<file path="src/rtl/conv_sched_pkg.sv">
// Shared constants and FSM state encoding for the convolution job sequencer.
// Latency: none (declarations only).
// Backpressure: none (declarations only).
package conv_pkg;
  localparam int WIN_W      = 72;  // 9 x 8-bit pixel window
  localparam int OUT_W      = 32;  // conv result width
  localparam int CNT_W      = 16;  // job length counter width
  localparam int FIFO_DEPTH = 8;   // result skid entries, must cover conv latency + 1
  localparam int FIFO_AW    = $clog2(FIFO_DEPTH);

  typedef enum logic [2:0] {
    IDLE,
    WAIT_W,
    RUN,
    DRAIN,
    FLUSH,
    DONE
  } state_t;
endpackage

</file>
<file path="src/rtl/conv_sched_fifo.sv">
// Synchronous result FIFO with occupancy count and synchronous clear.
// Latency: push visible at the read port on the following cycle.
// Backpressure: push ignored when full unless a pop frees a slot in the same cycle.
module sync_fifo #(
  parameter int W     = 32,
  parameter int DEPTH = 8
) (
  input  logic                   clk,
  input  logic                   rst,
  input  logic                   clr,
  input  logic                   push,
  input  logic [W-1:0]           push_data,
  input  logic                   pop,
  output logic [W-1:0]           pop_data,
  output logic [$clog2(DEPTH):0] count,
  output logic                   empty
);
  localparam int AW = $clog2(DEPTH);

  logic [W-1:0]  mem [DEPTH];
  logic [AW-1:0] wr_ptr;
  logic [AW-1:0] rd_ptr;
  logic          do_push;
  logic          do_pop;

  assign empty    = (count == '0);
  assign do_pop   = pop & ~empty;
  assign do_push  = push & ((count != (AW+1)'(DEPTH)) | do_pop);
  assign pop_data = mem[rd_ptr];

  // Storage write; contents need no reset since count gates visibility.
  always_ff @(posedge clk) begin
    if (do_push) mem[wr_ptr] <= push_data;
  end

  // Pointer and occupancy bookkeeping; clear empties the queue in one cycle.
  always_ff @(posedge clk) begin
    if (rst || clr) begin
      wr_ptr <= '0;
      rd_ptr <= '0;
      count  <= '0;
    end else begin
      if (do_push) wr_ptr <= wr_ptr + 1'b1;
      if (do_pop)  rd_ptr <= rd_ptr + 1'b1;
      case ({do_push, do_pop})
        2'b10:   count <= count + 1'b1;
        2'b01:   count <= count - 1'b1;
        default: count <= count;
      endcase
    end
  end
endmodule

</file>
<file path="src/rtl/conv_sched.sv">
// Sequences one conv job: gates windows into the core, frames results (m_last) for the writer.
// Latency: window issue to FIFO = conv core latency; FIFO push to m_valid = 1 cycle.
// Backpressure: credits (FIFO occupancy + in-flight) stop issue before the result FIFO can overrun.
module conv_sched
  import conv_pkg::*;
(
  input  logic             aclk,
  input  logic             areset,
  input  logic             cfg_start,
  input  logic             cfg_abort,
  input  logic [CNT_W-1:0] cfg_len,
  input  logic             w_valid,
  input  logic             p_valid,
  input  logic             p_last,
  output logic             p_ready,
  output logic             conv_p_valid,
  input  logic             o_valid,
  input  logic [OUT_W-1:0] o,
  output logic             m_valid,
  output logic [OUT_W-1:0] m_data,
  output logic             m_last,
  input  logic             m_ready,
  output logic             busy,
  output logic             done,
  output logic             err_len
);
  state_t             state;
  state_t             state_nxt;
  logic [CNT_W-1:0]   len_q;
  logic [CNT_W-1:0]   len_m1;
  logic [CNT_W-1:0]   issued;
  logic [CNT_W-1:0]   retired;
  logic [FIFO_AW:0]   inflight;
  logic [FIFO_AW:0]   fifo_count;
  logic [FIFO_AW+1:0] occ;
  logic               credit_ok;
  logic               issue;
  logic               ret_ok;
  logic               push;
  logic               pop;
  logic               fifo_empty;
  logic               fifo_clr;
  logic               start_ok;

  // Issue gating depends only on registered state so p_ready never loops back through p_valid.
  assign len_m1       = len_q - 1'b1;
  assign occ          = {1'b0, fifo_count} + {1'b0, inflight};
  assign credit_ok    = occ < (FIFO_AW+2)'(FIFO_DEPTH);
  assign p_ready      = (state == RUN) & credit_ok & (issued < len_q);
  assign issue        = p_valid & p_ready;
  assign conv_p_valid = issue;

  // A stray result with nothing in flight is dropped so inflight cannot underflow.
  assign ret_ok   = o_valid & (inflight != '0);
  assign start_ok = (state == IDLE) & cfg_start & ~cfg_abort;
  assign fifo_clr = (state != FLUSH) & (state_nxt == FLUSH);
  assign push     = ret_ok & (state != FLUSH);
  assign m_valid  = ~fifo_empty & (state != FLUSH);
  assign pop      = m_valid & m_ready;
  assign m_last   = m_valid & (retired == len_m1);

  sync_fifo #(.W(OUT_W), .DEPTH(FIFO_DEPTH)) u_fifo (
    .clk       (aclk),
    .rst       (areset),
    .clr       (fifo_clr),
    .push      (push),
    .push_data (o),
    .pop       (pop),
    .pop_data  (m_data),
    .count     (fifo_count),
    .empty     (fifo_empty)
  );

  // State register.
  always_ff @(posedge aclk) begin
    if (areset) state <= IDLE;
    else        state <= state_nxt;
  end

  // Next-state and status outputs; abort takes priority over normal progress.
  always_comb begin
    state_nxt = state;
    busy      = (state != IDLE);
    done      = 1'b0;
    unique case (state)
      IDLE:   if (start_ok) state_nxt = (cfg_len == '0) ? DONE : WAIT_W;
      WAIT_W: if (cfg_abort) state_nxt = FLUSH;
              else if (w_valid) state_nxt = RUN;
      RUN:    if (cfg_abort) state_nxt = FLUSH;
              else if (issued == len_q) state_nxt = DRAIN;
      DRAIN:  if (cfg_abort) state_nxt = FLUSH;
              else if (retired == len_q) state_nxt = DONE;
      FLUSH:  if (inflight == '0) state_nxt = DONE;
      DONE: begin
        done      = 1'b1;
        state_nxt = IDLE;
      end
      default: state_nxt = IDLE;
    endcase
  end

  // Job counters: length latched and progress cleared on an accepted start.
  always_ff @(posedge aclk) begin
    if (areset) begin
      len_q   <= '0;
      issued  <= '0;
      retired <= '0;
    end else if (start_ok) begin
      len_q   <= cfg_len;
      issued  <= '0;
      retired <= '0;
    end else begin
      if (issue) issued  <= issued + 1'b1;
      if (pop)   retired <= retired + 1'b1;
    end
  end

  // In-flight tracking for the fixed-latency core; simultaneous issue and return cancel.
  always_ff @(posedge aclk) begin
    if (areset) begin
      inflight <= '0;
    end else begin
      case ({issue, ret_ok})
        2'b10:   inflight <= inflight + 1'b1;
        2'b01:   inflight <= inflight - 1'b1;
        default: inflight <= inflight;
      endcase
    end
  end

  // Sticky length error: p_last must coincide exactly with window len-1.
  always_ff @(posedge aclk) begin
    if (areset || start_ok) err_len <= 1'b0;
    else if (issue && (p_last != (issued == len_m1))) err_len <= 1'b1;
  end
endmodule

</file>
<file path="config.mk">
export PLATFORM = sky130hd
export DESIGN_NAME = conv_sched
export DESIGN_NICKNAME = d
export VERILOG_FILES = /design/src/rtl/conv_sched_pkg.sv /design/src/rtl/conv_sched_fifo.sv /design/src/rtl/conv_sched.sv
export SDC_FILE = /design/constraint.sdc
export NUM_CORES = 1
export LEC_CHECK = 0
export ABC_AREA = 0
export BUFFER_PORTS_ARGS = -buffer_cell sky130_fd_sc_hd__buf_2
export CAP_MARGIN = 20
export CORE_UTILIZATION = 55
export CTS_CLUSTER_SIZE = 30
export DETAILED_ROUTE_END_ITERATION = 8
export PLACE_DENSITY = 0.76
export REMOVE_ABC_BUFFERS = 1
export SETUP_SLACK_MARGIN = 0.2
export SYNTH_ARGS = -nofsm -noshare
export SYNTH_HDL_FRONTEND = slang
export SYNTH_SLANG_ARGS = --single-unit
</file>
<file path="constraint.sdc">
create_clock -name aclk -period 5.3 [get_ports aclk]
set_clock_uncertainty 0.1 [all_clocks]
set_input_delay 1.06 -clock aclk [delete_from_list [all_inputs] [get_ports aclk]]
set_output_delay 1.06 -clock aclk [all_outputs]
set_load 0.1 [all_outputs]
</file>
==> out/qor.yml <==
clock_network:
  cts_buffer_depth: 3
  hold_buffers: 0
  numCtsBuffers: 34
  root_buffer: "clkbuf_16"
  cts_setup_buffers: 0
  ctsResizeCount: 0
  h-tree-depth: 2
  cts_tree: "built"
  insertion_delay_ps: 510
  cts_sinks: 325
  clkTransAtPathRegs_ps: 60
routing:
  drc: 0
  finalWirelength_mm: 29.28
  postRouteAntennaNets: 0
  drtIter0Drc: 764
  vias_per_cell: 5.900
  vias: 8325
  drtPass1Iterations: 5
  wl_per_cell_um: 20.75
floorplanning:
  dieWidth_um: 163.4
  start_util_pct: 56.40
  rows: 58
  dieArea_um2: 26690
  die_y_um: 163.4
  boundaryPins: 96
  design.core.area_um2: 25400
grt:
  grt_usage_pct: 22.63
  met1_usage_pct: 30.34
  top_usage_layer: "met2"
  grt_overflow_total: 0
  grt_pass1_vias: 8383
  grt_pass1_wl_mm: 45.91
  use_met3_pct: 3.885
  grt_max_degree: 65
  antenna_found_initial: 1
  grt_use_met2_pct: 37.96
synthesis:
  synth_compound_area_share_pct: 4.061
  synth_ff_type: "edfxtp_1"
  avgSynthCellArea_um2: 15.00
  synth_edf_count: 256
  netlist_area_um2: 14320
  synthSimpleGateAreaFrac_pct: 8.927
  syn_inst: 955
  synth_top_family_by_area: "multiplexers"
  ys_warn_count: 0
  synth_seq_cells: 325
  synthAdderAreaFrac_pct: 2.812
  ys_seq_area_share_pct: 63.31
  synth_cell_types: 67
  synth_async_sr_flop_share_pct: 0
  yosys-mux-area-fraction_pct: 14.25
  synth_xor_area_share_pct: 4.158
place:
  post-dp-hpwl_mm: 18.15
  dp_cells: 1346
  routabilityCongestion: 0.9215
  port_buffers: 95
cells_and_area:
  drive_above_1_share_pct: 26.35
  final_cell_mix: "edfxtp_1, buf_2, nor2_1"
  areaGrowthSynthToFinish_pct: 13.17
  final_common_cell: "edfxtp_1"
  final_nets: 1140
  fin_cells: 1411
  fin_util_pct: 63.83
critical_path:
  crit_start: "len_q[6]"
  required_ps: 4140
  cp_max_fo: 20
  crit_arrival_ps: 3220
  criticalPathCategory: "flip-flop to output pin"
  crit_path_end_kind: "output pin"
  worst_setup_path_start_kind: "flip-flop"
  r2r-start: "len_q[6]"
timing:
  worst_pin_slew_ps: 1005
  maxSlewViolCount: 0
  setup_viol: 0
  finalCriticalPeriod_ps: 4375
  fmax_ghz: 0.2286
  relSlewSlack_pct: 32.97
  rsz0062_at_grt: "false"
  final_hold_viol_count: 0
  period_share_pct: 82.55
power:
  powerDensity_nw_per_um2: 415.0
  p_leak_uw: 0.005531
  peakVddDrop_v: 0.0004287
hold_path:
  min_path_type: "flip-flop to flip-flop"
  min_from: "err_len"
run_status:
  run_status: "completed"
flow_run:
  cap_violations: 0
## layout make-up
type | count | area (um2)
Multi-Input combinational cell | 547 | 4961
Fill cell | 1830 | 9188
Inverter | 34 | 127.6
Tap cell | 330 | 412.9
Sequential cell | 325 | 9075
Clock inverter | 24 | 148.9
Timing Repair Buffer | 110 | 613.1
Clock buffer | 38 | 865.8
Antenna cell | 3 | 7.507
## state kept, by name, summed over array words and instances (netlist names), named ones only
name,count
err_len,1
inflight,4
issued,16
len_q,16
retired,16
state,3
u_fifo.count,4
u_fifo.mem,256
u_fifo.rd_ptr,3
u_fifo.wr_ptr,3
## kinds of logic (layout without fill, tap and decap cells)
family | count (synthesis) | in the layout
DFF | 325 | 325
and+or+nand+nor | 242 | 242
muxes | 120 | 120
AOI/OAI and AO/OA | 86 | 86
buffers and inverters | 83 | 206
xor gates and xnor gates | 68 | 68
adders and majority gates | 31 | 31
other | 0 | 3
## cell usage after synthesis, types with 3 or more instances
cell / instances / area [um2]
xnor2_1: 35 / 306.5
xor2_1: 33 / 289.0
nand2_1: 44 / 165.2
a31oi_1: 3 / 18.77
and2_1: 4 / 25.02
edfxtp_1: 256 / 7687
o21ai_0: 12 / 60.06
mux4_2: 64 / 1441
inv_1: 32 / 120.1
o211ai_1: 4 / 30.03
a2111oi_0: 3 / 26.28
nor2_1: 69 / 259.0
clkbuf_1: 21 / 78.83
o31ai_1: 6 / 45.04
or3_1: 11 / 68.82
dfxtp_1: 69 / 1381
nand2b_1: 4 / 25.02
nor3b_1: 4 / 30.03
nor3_1: 21 / 105.1
mux2_2: 32 / 360.4
buf_2: 19 / 95.09
nand3_1: 18 / 90.09
and4_1: 5 / 43.79
ha_1: 29 / 362.9
and3_1: 6 / 37.54
a31o_2: 4 / 35.03
or4_1: 6 / 45.04
mux2i_1: 24 / 240.2
nand4_1: 13 / 81.33
nor4_1: 16 / 100.1
nor4_2: 3 / 37.54
o21a_1: 3 / 22.52
buf_1: 5 / 18.77
a21o_1: 5 / 37.54
nor2b_1: 6 / 37.54
a21oi_1: 27 / 135.1
## layer usage
layer	routed length, um	part of all wire [%]
met1	12310	42
met3	1701	5.8
met2	14630	50
met4	638	2.2
met5	0	0
## worst max-delay path, stage by stage (launching register included)
cell	delay [ps]
dfxtp_1	600
inv_1	160
ha_1	360
a21oi_1	130
nor2b_1	50
a2111oi_0	450
a21o_1	270
nand2b_4	180
inv_1	80
buf_2	420
## worst paths after layout
kind	end	slack [ps]	cells past startpoint
setup / recovery	conv_p_valid	920	9
hold / removal	err_len	360	2
setup reg to reg	inflight[3]	1460	14
hold reg to reg	err_len	360	2
## power by group
| part | switching, uW | internal [uW] |
|---|---|---|
| registers | 125 | 2780 |
| clock network | 945 | 1230 |
| logic | 1060 | 579 |
## through the flow
| stage | hold slack, ps | total power [uW] | TNS, ps | cell area [um2] | setup slack (ps) |
|---|---|---|---|---|---|
| 6_report | 358.0 | 6728 | 0 | 16210 | 924.9 |
| 5_1_grt | 394.1 | 6982 | 0 | 16210 | 722.5 |
| 4_1_cts | 362.8 | 6787 | 0 | 16200 | 938.2 |
| 3_5_place_dp | 347.7 | 4613 | 0 | 15190 | 1496 |
| 3_3_place_gp | 338.8 | 4595 | 0 | 15190 | 1532 |
| 2_1_floorplan | 354.1 | 4342 | -6819 | 14100 | -213.1 |
(Power assumes the default switching activity.)
